`config.mk`:
```
export PLATFORM = sky130hd
export DESIGN_NAME = gpio_switch_debounce
export DESIGN_NICKNAME = d
export VERILOG_FILES = /design/src/rtl/gpio_pkg.sv /design/src/rtl/gpio_sample_tick.sv /design/src/rtl/gpio_switch_debounce.sv
export SDC_FILE = /design/constraint.sdc
export NUM_CORES = 1
export LEC_CHECK = 0
export BUFFER_PORTS_ARGS = -buffer_cell sky130_fd_sc_hd__buf_2
export CORE_MARGIN = 8
export CORE_UTILIZATION = 40
export CTS_BUF_LIST = sky130_fd_sc_hd__clkbuf_16
export DETAILED_ROUTE_END_ITERATION = 6
export GPL_ROUTABILITY_DRIVEN = 0
export PLACE_DENSITY_LB_ADDON = 0.08
export SYNTH_ARGS = -nofsm -noshare
export SYNTH_HDL_FRONTEND = slang
export SYNTH_SLANG_ARGS = --single-unit
```
`constraint.sdc`:
```
create_clock -name clock_50 -period 2.9 [get_ports clock_50]
set_input_delay 0.435 -clock clock_50 [delete_from_list [all_inputs] [get_ports clock_50]]
set_output_delay 0.435 -clock clock_50 [all_outputs]
set_load 0.1 [all_outputs]
```
`src/rtl/gpio_pkg.sv`:
```
// Shared constants for the GPIO DIP-switch conditioning path.
package gpio_pkg;

    localparam int GPIO_DIP_WIDTH    = 32;
    localparam int GPIO_SAMPLE_DIV   = 131072;  // board driver's 17-bit scan period
    localparam int GPIO_STABLE_COUNT = 4;

endpackage

```
`src/rtl/gpio_sample_tick.sv`:
```
// Free-running divider that emits a one-cycle sample tick every DIV clocks.
module gpio_sample_tick #(
    parameter int DIV = 131072
) (
    input  logic clock_50,
    input  logic rst_n,
    output logic tick
);

    localparam int             CW   = (DIV > 1) ? $clog2(DIV) : 1;
    localparam logic [CW-1:0]  LAST = CW'(DIV - 1);

    logic [CW-1:0] tick_cnt;

    assign tick = (tick_cnt == LAST);

    always_ff @(posedge clock_50) begin
        if (!rst_n)
            tick_cnt <= '0;
        else if (tick)
            tick_cnt <= '0;
        else
            tick_cnt <= tick_cnt + 1'b1;
    end

endmodule

```
`src/rtl/gpio_switch_debounce.sv`:
```
// Debounces the DIP-switch vector and accumulates per-bit rise/fall events
// for a consumer that drains them over a valid/ack handshake.
module gpio_switch_debounce
    import gpio_pkg::*;
#(
    parameter int WIDTH        = GPIO_DIP_WIDTH,
    parameter int SAMPLE_DIV   = GPIO_SAMPLE_DIV,
    parameter int STABLE_COUNT = GPIO_STABLE_COUNT
) (
    input  logic             clock_50,
    input  logic             rst_n,
    input  logic [WIDTH-1:0] dip_raw,
    output logic [WIDTH-1:0] sw_stable,
    output logic [WIDTH-1:0] sw_rise,
    output logic [WIDTH-1:0] sw_fall,
    output logic             change_valid,
    input  logic             change_ack
);

    localparam int              CNTW     = $clog2(STABLE_COUNT + 1);
    localparam logic [CNTW-1:0] LAST_CNT = CNTW'(STABLE_COUNT - 1);

    logic                       tick;
    logic [WIDTH-1:0]           sync_meta, sync;
    logic [WIDTH-1:0][CNTW-1:0] cnt, cnt_nxt;
    logic [WIDTH-1:0]           accept, new_rise, new_fall;
    logic [WIDTH-1:0]           clr, rise_nxt, fall_nxt;

    gpio_sample_tick #(.DIV(SAMPLE_DIV)) u_tick (
        .clock_50 (clock_50),
        .rst_n    (rst_n),
        .tick     (tick)
    );

    // A bit is accepted on the tick where it has already differed for
    // STABLE_COUNT-1 ticks; agreeing with the stable value restarts the count.
    for (genvar i = 0; i < WIDTH; i++) begin : g_bit
        logic differ, hit;
        assign differ     = sync[i] ^ sw_stable[i];
        assign hit        = differ && (cnt[i] == LAST_CNT);
        assign accept[i]  = tick && hit;
        assign cnt_nxt[i] = !tick             ? cnt[i] :
                            (hit || !differ)  ? '0     :
                                                cnt[i] + 1'b1;
    end

    assign new_rise = accept & sync;
    assign new_fall = accept & ~sync;

    // Ack clears only what was visible before this edge; same-edge events survive.
    assign clr      = {WIDTH{change_ack & change_valid}};
    assign rise_nxt = (sw_rise & ~clr) | new_rise;
    assign fall_nxt = (sw_fall & ~clr) | new_fall;

    always_ff @(posedge clock_50) begin
        if (!rst_n) begin
            sync_meta    <= '0;
            sync         <= '0;
            cnt          <= '0;
            sw_stable    <= '0;
            sw_rise      <= '0;
            sw_fall      <= '0;
            change_valid <= 1'b0;
        end else begin
            sync_meta    <= dip_raw;
            sync         <= sync_meta;
            cnt          <= cnt_nxt;
            sw_stable    <= sw_stable ^ accept;
            sw_rise      <= rise_nxt;
            sw_fall      <= fall_nxt;
            change_valid <= |(rise_nxt | fall_nxt);
        end
    end

endmodule

```
After elaboration in Yosys (flattened, before gate mapping)

Index checks and enable logic that the tools add are counted.

Multiplexer cells: 32
Reductions and logical operators: 130
Bitwise operators: 44
Equality and inequality tests: 33
$add $sub $neg: 33

Operators with widths:

| operator                | count |
|---|---|
| $and A32 B32 Y32        | 4 |
| $add A3 B1 Y3 const B   | 32 |
| $eq A3 B2 Y1 const B    | 32 |
| $mux W3                 | 32 |
| $or A32 B32 Y32         | 3 |
| $logic_and A1 B1 Y1     | 64 |
| $not A32 Y32            | 2 |
| $logic_not A1 Y1        | 32 |
| $logic_or A1 B1 Y1      | 32 |
| $reduce_or A32 Y1       | 1 |
| $xor A1 B1 Y1           | 32 |
| $xor A32 B32 Y32        | 1 |
| $add A17 B1 Y17 const B | 1 |
| $eq A17 B17 Y1 const B  | 1 |
| $reduce_or A2 Y1        | 1 |
| $and A1 B1 Y1           | 1 |
| $not A1 Y1              | 1 |

Output and inout bits: 97
Word-level logic and storage cells: 311
Flip-flop bits (word level): 274
Bits of input ports: 35

Longest topological paths before layout

Depth in word-level cells: 7
Depth in mapped cells: 13
Gate-level depth less buffers: 10

Cells and area by module

From an unflattened synthesis, not the netlist that was laid out.

Cells, all modules: 1,260
Area, all modules: 11,229.5 sq um

By module, submodules not included:

| module               | area an instance (sq um) | cells an instance | sequential area each (sq um) | instances |
|---|---|---|---|---|
| gpio_switch_debounce | 10,440.0                 | 1,172             | 5,144.9                      | 1 |
| gpio_sample_tick     | 789.5                    | 88                | 340.3                        | 1 |

Worst setup path after synthesis

No wires, ideal clock.

Path type: register -> register
Start: reg change_valid
End: reg change_valid
Cell stages (with the launch flop): 7
Setup time: 0.140 ns
Path buffers: 1
Period minus slack after synthesis: 2.386 ns
Slack: 0.514 ns
Required time: 2.760 ns
Arrival time: 2.246 ns
Cells stage by stage: dfxtp_1 nand2_1 clkbuf_1 a32oi_1 nand4_1 nor4_1 a41oi_1

Cells in the longest elaborated chain, start to end: 6
Elaborated cells between the ends (all ways): 8
Classes of those cells: 7 x bitwise; 1 x reduce/logical

RTL lines:

| element                                    | RTL line                                               | source |
|---|---|---|
| start, declared                            | gpio_switch_debounce.sv:16                             | `output logic change_valid,` |
| start signal, assigned                     | gpio_switch_debounce.sv:71                             | `change_valid <= \|(rise_nxt \| fall_nxt);` |
| $and A1 B1 Y1 *                            | gpio_switch_debounce.sv:51                             | `assign clr = {WIDTH{change_ack & change_valid}};` |
| $not A32 Y32 *                             | gpio_switch_debounce.sv:52, gpio_switch_debounce.sv:53 |  |
| $and A32 B32 Y32, on equally long branches | gpio_switch_debounce.sv:52, gpio_switch_debounce.sv:53 |  |
| $or A32 B32 Y32, on equally long branches  | gpio_switch_debounce.sv:52, gpio_switch_debounce.sv:53 |  |
| $or A32 B32 Y32 *                          | gpio_switch_debounce.sv:71                             |  |
| $reduce_or A32 Y1 *                        | gpio_switch_debounce.sv:71                             |  |

Mark *: on every way between the ends. The rest lies on a longest branch, timed or not.
A chain may end at the register's enable or synchronous reset.

Worst setup path after layout

Start: reg u_tick.tick_cnt[0]
End: reg change_valid

Cells in the longest elaborated chain, start to end: 6
Elaborated cells between the ends (all ways): 39
Classes of those cells: 1 x eq/ne; 5 x bitwise; 33 x reduce/logical

RTL lines:

| element                                    | RTL line                                               | source |
|---|---|---|
| start, declared                            | gpio_sample_tick.sv:13                                 | `logic [CW-1:0] tick_cnt;` |
| start signal, assigned                     | gpio_sample_tick.sv:23                                 | `tick_cnt <= tick_cnt + 1'b1;` |
| $eq A17 B17 Y1 *                           | gpio_sample_tick.sv:15                                 | `assign tick = (tick_cnt == LAST);` |
| $logic_and A1 B1 Y1                        | gpio_switch_debounce.sv:41                             | `assign accept[i] = tick && hit;` |
| $and A32 B32 Y32, on equally long branches | gpio_switch_debounce.sv:47, gpio_switch_debounce.sv:48 |  |
| $or A32 B32 Y32, on equally long branches  | gpio_switch_debounce.sv:52, gpio_switch_debounce.sv:53 |  |
| $or A32 B32 Y32 *                          | gpio_switch_debounce.sv:71                             |  |
| $reduce_or A32 Y1 *                        | gpio_switch_debounce.sv:71                             |  |

Marked as above.

==> summary.md <==
| Metric | Value |
|---|---|
| Status | complete, no violations |
| Register bit total from synthesis | 274 |
| Ys Warns | 0 |
| Fin Setup TNS | 0 ns |
| Setup violators final | 0 |
| Die Height | approximately 180 um |
| Syn_area_per_cell | 9.27 um2 |
| Most frequent cells in the layout | dfxtp_1, nand2_1, buf_2, a21oi_1, nor2_1 |
| CP Max Fanout | 42 |
| Hold_ws | slightly above 0.08 ns |
| Vias post-DR | between 8000 and 9000 |
| Final #Nets | 1375 |
| Max-slew violations | 0 |
| CTS sink count | 274 |
| Finished Cell Area | 12700 um2 |
| Setup Buffers After CTS | 0 |
| Critical Path AT | ~3 ns |
| Die footprint | around 32000 um2 |
| Initial core utilization | between 40% and 50% |
| Rel. slew slack | about a quarter |
| Root Driver | clkbuf_16 |
| Crit path kind | reg2reg |
| Row count | a little under 60 |
| DR vias/cell | 4.98 |
| # diodes | 0 |
| Top Ports | 132 |
| Critical path's largest stage delay | 0.41 ns |
| TritonRoute pass-1 iters | 5 |
| Share of cells above drive strength 1 | between 15 and 20% |
| Congestion Overflow GR | 0 |
| RSZ-0062 raised after global routing | false |
| Peak Freq | 0.374 GHz |
| Synth cell types | 31 |
| Min Tclk post-route | 2.67 ns |
| Hold/Removal Path Class | in2reg |
| Required @ worst endpoint | about 3.3 ns |
| Max Cap Viol | 0 |
| Largest net degree at the start of global routing | slightly below 100 |
| Clock Skew | 0.0215 ns |
| # port buffers | 131 |
| Max H-tree Level | 1 |
| Average wire per standard cell | 15.5 um |
| Num CTS Buffers | 30 |
| Routed Antenna Nets | 0 |
| Iter 0 DRT Violations | 401 |
| Die extent in x | roughly 180 um |
| Fillers | 2508 |
| CP max-delay cell | nor4_1 |
| Most common cell after layout, fill and taps aside | dfxtp_1 |
| Reg clk slew, reported paths | about 0.06 ns |
| Most frequent CP cell | nand4_1 |
| DRC | 0 |
| Global-route wire length before repair | around 41 mm |
| Layout area overhead | 19.6% |
| Critical Path End Type | register |
| Register area share after synthesis | about half |
| Worst skew pair latency | 0.56 ns |
| Core area | about 26000 um2 |
| Post-synthesis instance total | 1148 |
| Critical path cell sequence | ha_1 > and2_1 > nand4_1 > nor2_1 > ha_4 > buf_12 > and4b_1 > a21oi_1 > nand4_1 > nor4_1 > a41oi_1 |
| Peak VDD IR | between 0.3 and 0.4 mV |
| Initial antenna violation count | 0 |
| CTS Buffer Depth | 3 |
| Startpoint types | register |
| Fin crit share | approximately 90% |
| Vias in the first global route | 7742 |
| Post-synthesis net count | 1249 |
| All-Layer GR Usage | between 10% and 20% |
| Total Power | around 0.0078 W |
| Tightest Pin Transition | between 1 and 1.5 ns |
| Mapped Area | 10600 um2 |
| Hold Fails Final Rpt | 0 |
| CTS tree | yes |
| WL final | 25.3 mm |
| Placed Area | 11700 um2 |
| Post-DP HPWL | between 15 and 20 mm |
| Leakage power | approximately 5.4 nW |
| PwrDens | between 600 and 700 nW/um2 |
## final cells by class
cell class | instances | area, um2 | share of cell area (%)
clock buffer | 30 | 751 | 5.90
clock inverter | 26 | 251 | 1.98
tap | 335 | 419 | 3.29
timing repair buffer | 147 | 838 | 6.59
sequential | 274 | 5490 | 43.1
multi-input combinational | 756 | 4730 | 37.2
inverter | 65 | 245 | 1.93
## path summary, 6_finish.rpt
check,from,endpoint,slack [ns],cells after the start
setup / recovery,u_tick.tick_cnt[0],change_valid,0.23,11
hold / removal,dip_raw[18],sync_meta[18],0.08,2
setup reg to reg,u_tick.tick_cnt[0],change_valid,0.23,11
hold reg to reg,sync_meta[7],sync[7],0.43,1
## cells in the mapped netlist (all sizes together)
| master | number | area (um2) |
|---|---|---|
| o21ai | 73 | 365 |
| and3 | 1 | 6.26 |
| nor2b | 12 | 75.1 |
| buf | 16 | 77.6 |
| inv | 65 | 244 |
| nand4 | 20 | 140 |
| o22ai | 32 | 200 |
| nand2 | 136 | 510 |
| and2 | 67 | 419 |
| and4b | 52 | 521 |
| dfxtp | 274 | 5490 |
| nor2 | 85 | 319 |
| ha | 66 | 826 |
| clkbuf | 37 | 140 |
| nor3 | 2 | 21.3 |
| a32oi | 12 | 105 |
| xnor2 | 29 | 254 |
| or3 | 29 | 184 |
| xor2 | 8 | 70.1 |
| a41oi | 1 | 8.76 |
| nor4 | 5 | 31.3 |
| nand2b | 1 | 6.26 |
| nand3 | 38 | 195 |
| a21oi | 87 | 435 |
## kinds of logic (layout without fill, tap and decap cells)
kind of cell	count (synthesis)	count (layout)	synth area share, %
AOI/OAI and AO/OA	205	205	10.5
xor gates and xnor gates	37	37	3.05
adders and majority gates	66	66	7.76
buffers and inverters	118	268	4.34
DFF	274	274	51.6
and+or+nand+nor	448	448	22.8
## registers in the layout, summed over array words and instances (netlist names)
| name | count |
|---|---|
| change_valid | 1 |
| cnt | 96 |
| sw_fall | 32 |
| sw_rise | 32 |
| sw_stable | 32 |
| sync | 32 |
| sync_meta | 32 |
| u_tick.tick_cnt | 17 |
## routing by layer
| metal | track usage (%) | wire, um | up-vias | share of wire, % |
|---|---|---|---|---|
| met3 | 3.41 | 1250 | 39 | 5.0 |
| met1 | 20.8 | 12000 | 3773 | 47 |
| met5 | 0 | 0 | - | 0 |
| met2 | 25.3 | 11400 | 126 | 45 |
| li1 | - | - | 4197 | - |
| met4 | 4.30 | 620 | 0 | 2.5 |
## metrics by stage
step / setup slack (ns) / instances / util (%)
global placement: 0.0512 / 1577 / 44.9
finish: 0.228 / 1633 / 48.8
floorplan: 0.514 / 1148 / -
detailed placement: 0.00294 / 1577 / 44.9
CTS: 0.123 / 1633 / 48.8
global route: 0.0101 / 1633 / 48.8
## worst max-delay path: cells and delay by family, from the launching register on
family | cells | cell delay (ns)
AOI/OAI and AO/OA | 2 | 0.38
adders and majority gates | 2 | 0.49
buffers and inverters | 1 | 0.21
DFF | 1 | 0.33
and+or+nand+nor | 6 | 1.09
## what timing repair did
action,CTS,global route
resized for setup,1,1
endpoints found under the setup margin,1,1
hold buffers,0,0
pin swaps,0,2
## report_power, final
part	total, W	switching [W]	internal [W]
clock	0.00384	0.00152	0.00232
combinational	0.000149	0.0000871	0.0000616
sequential	0.00384	0.0000272	0.00381
Note: power is estimated with default switching activity, not from simulation.
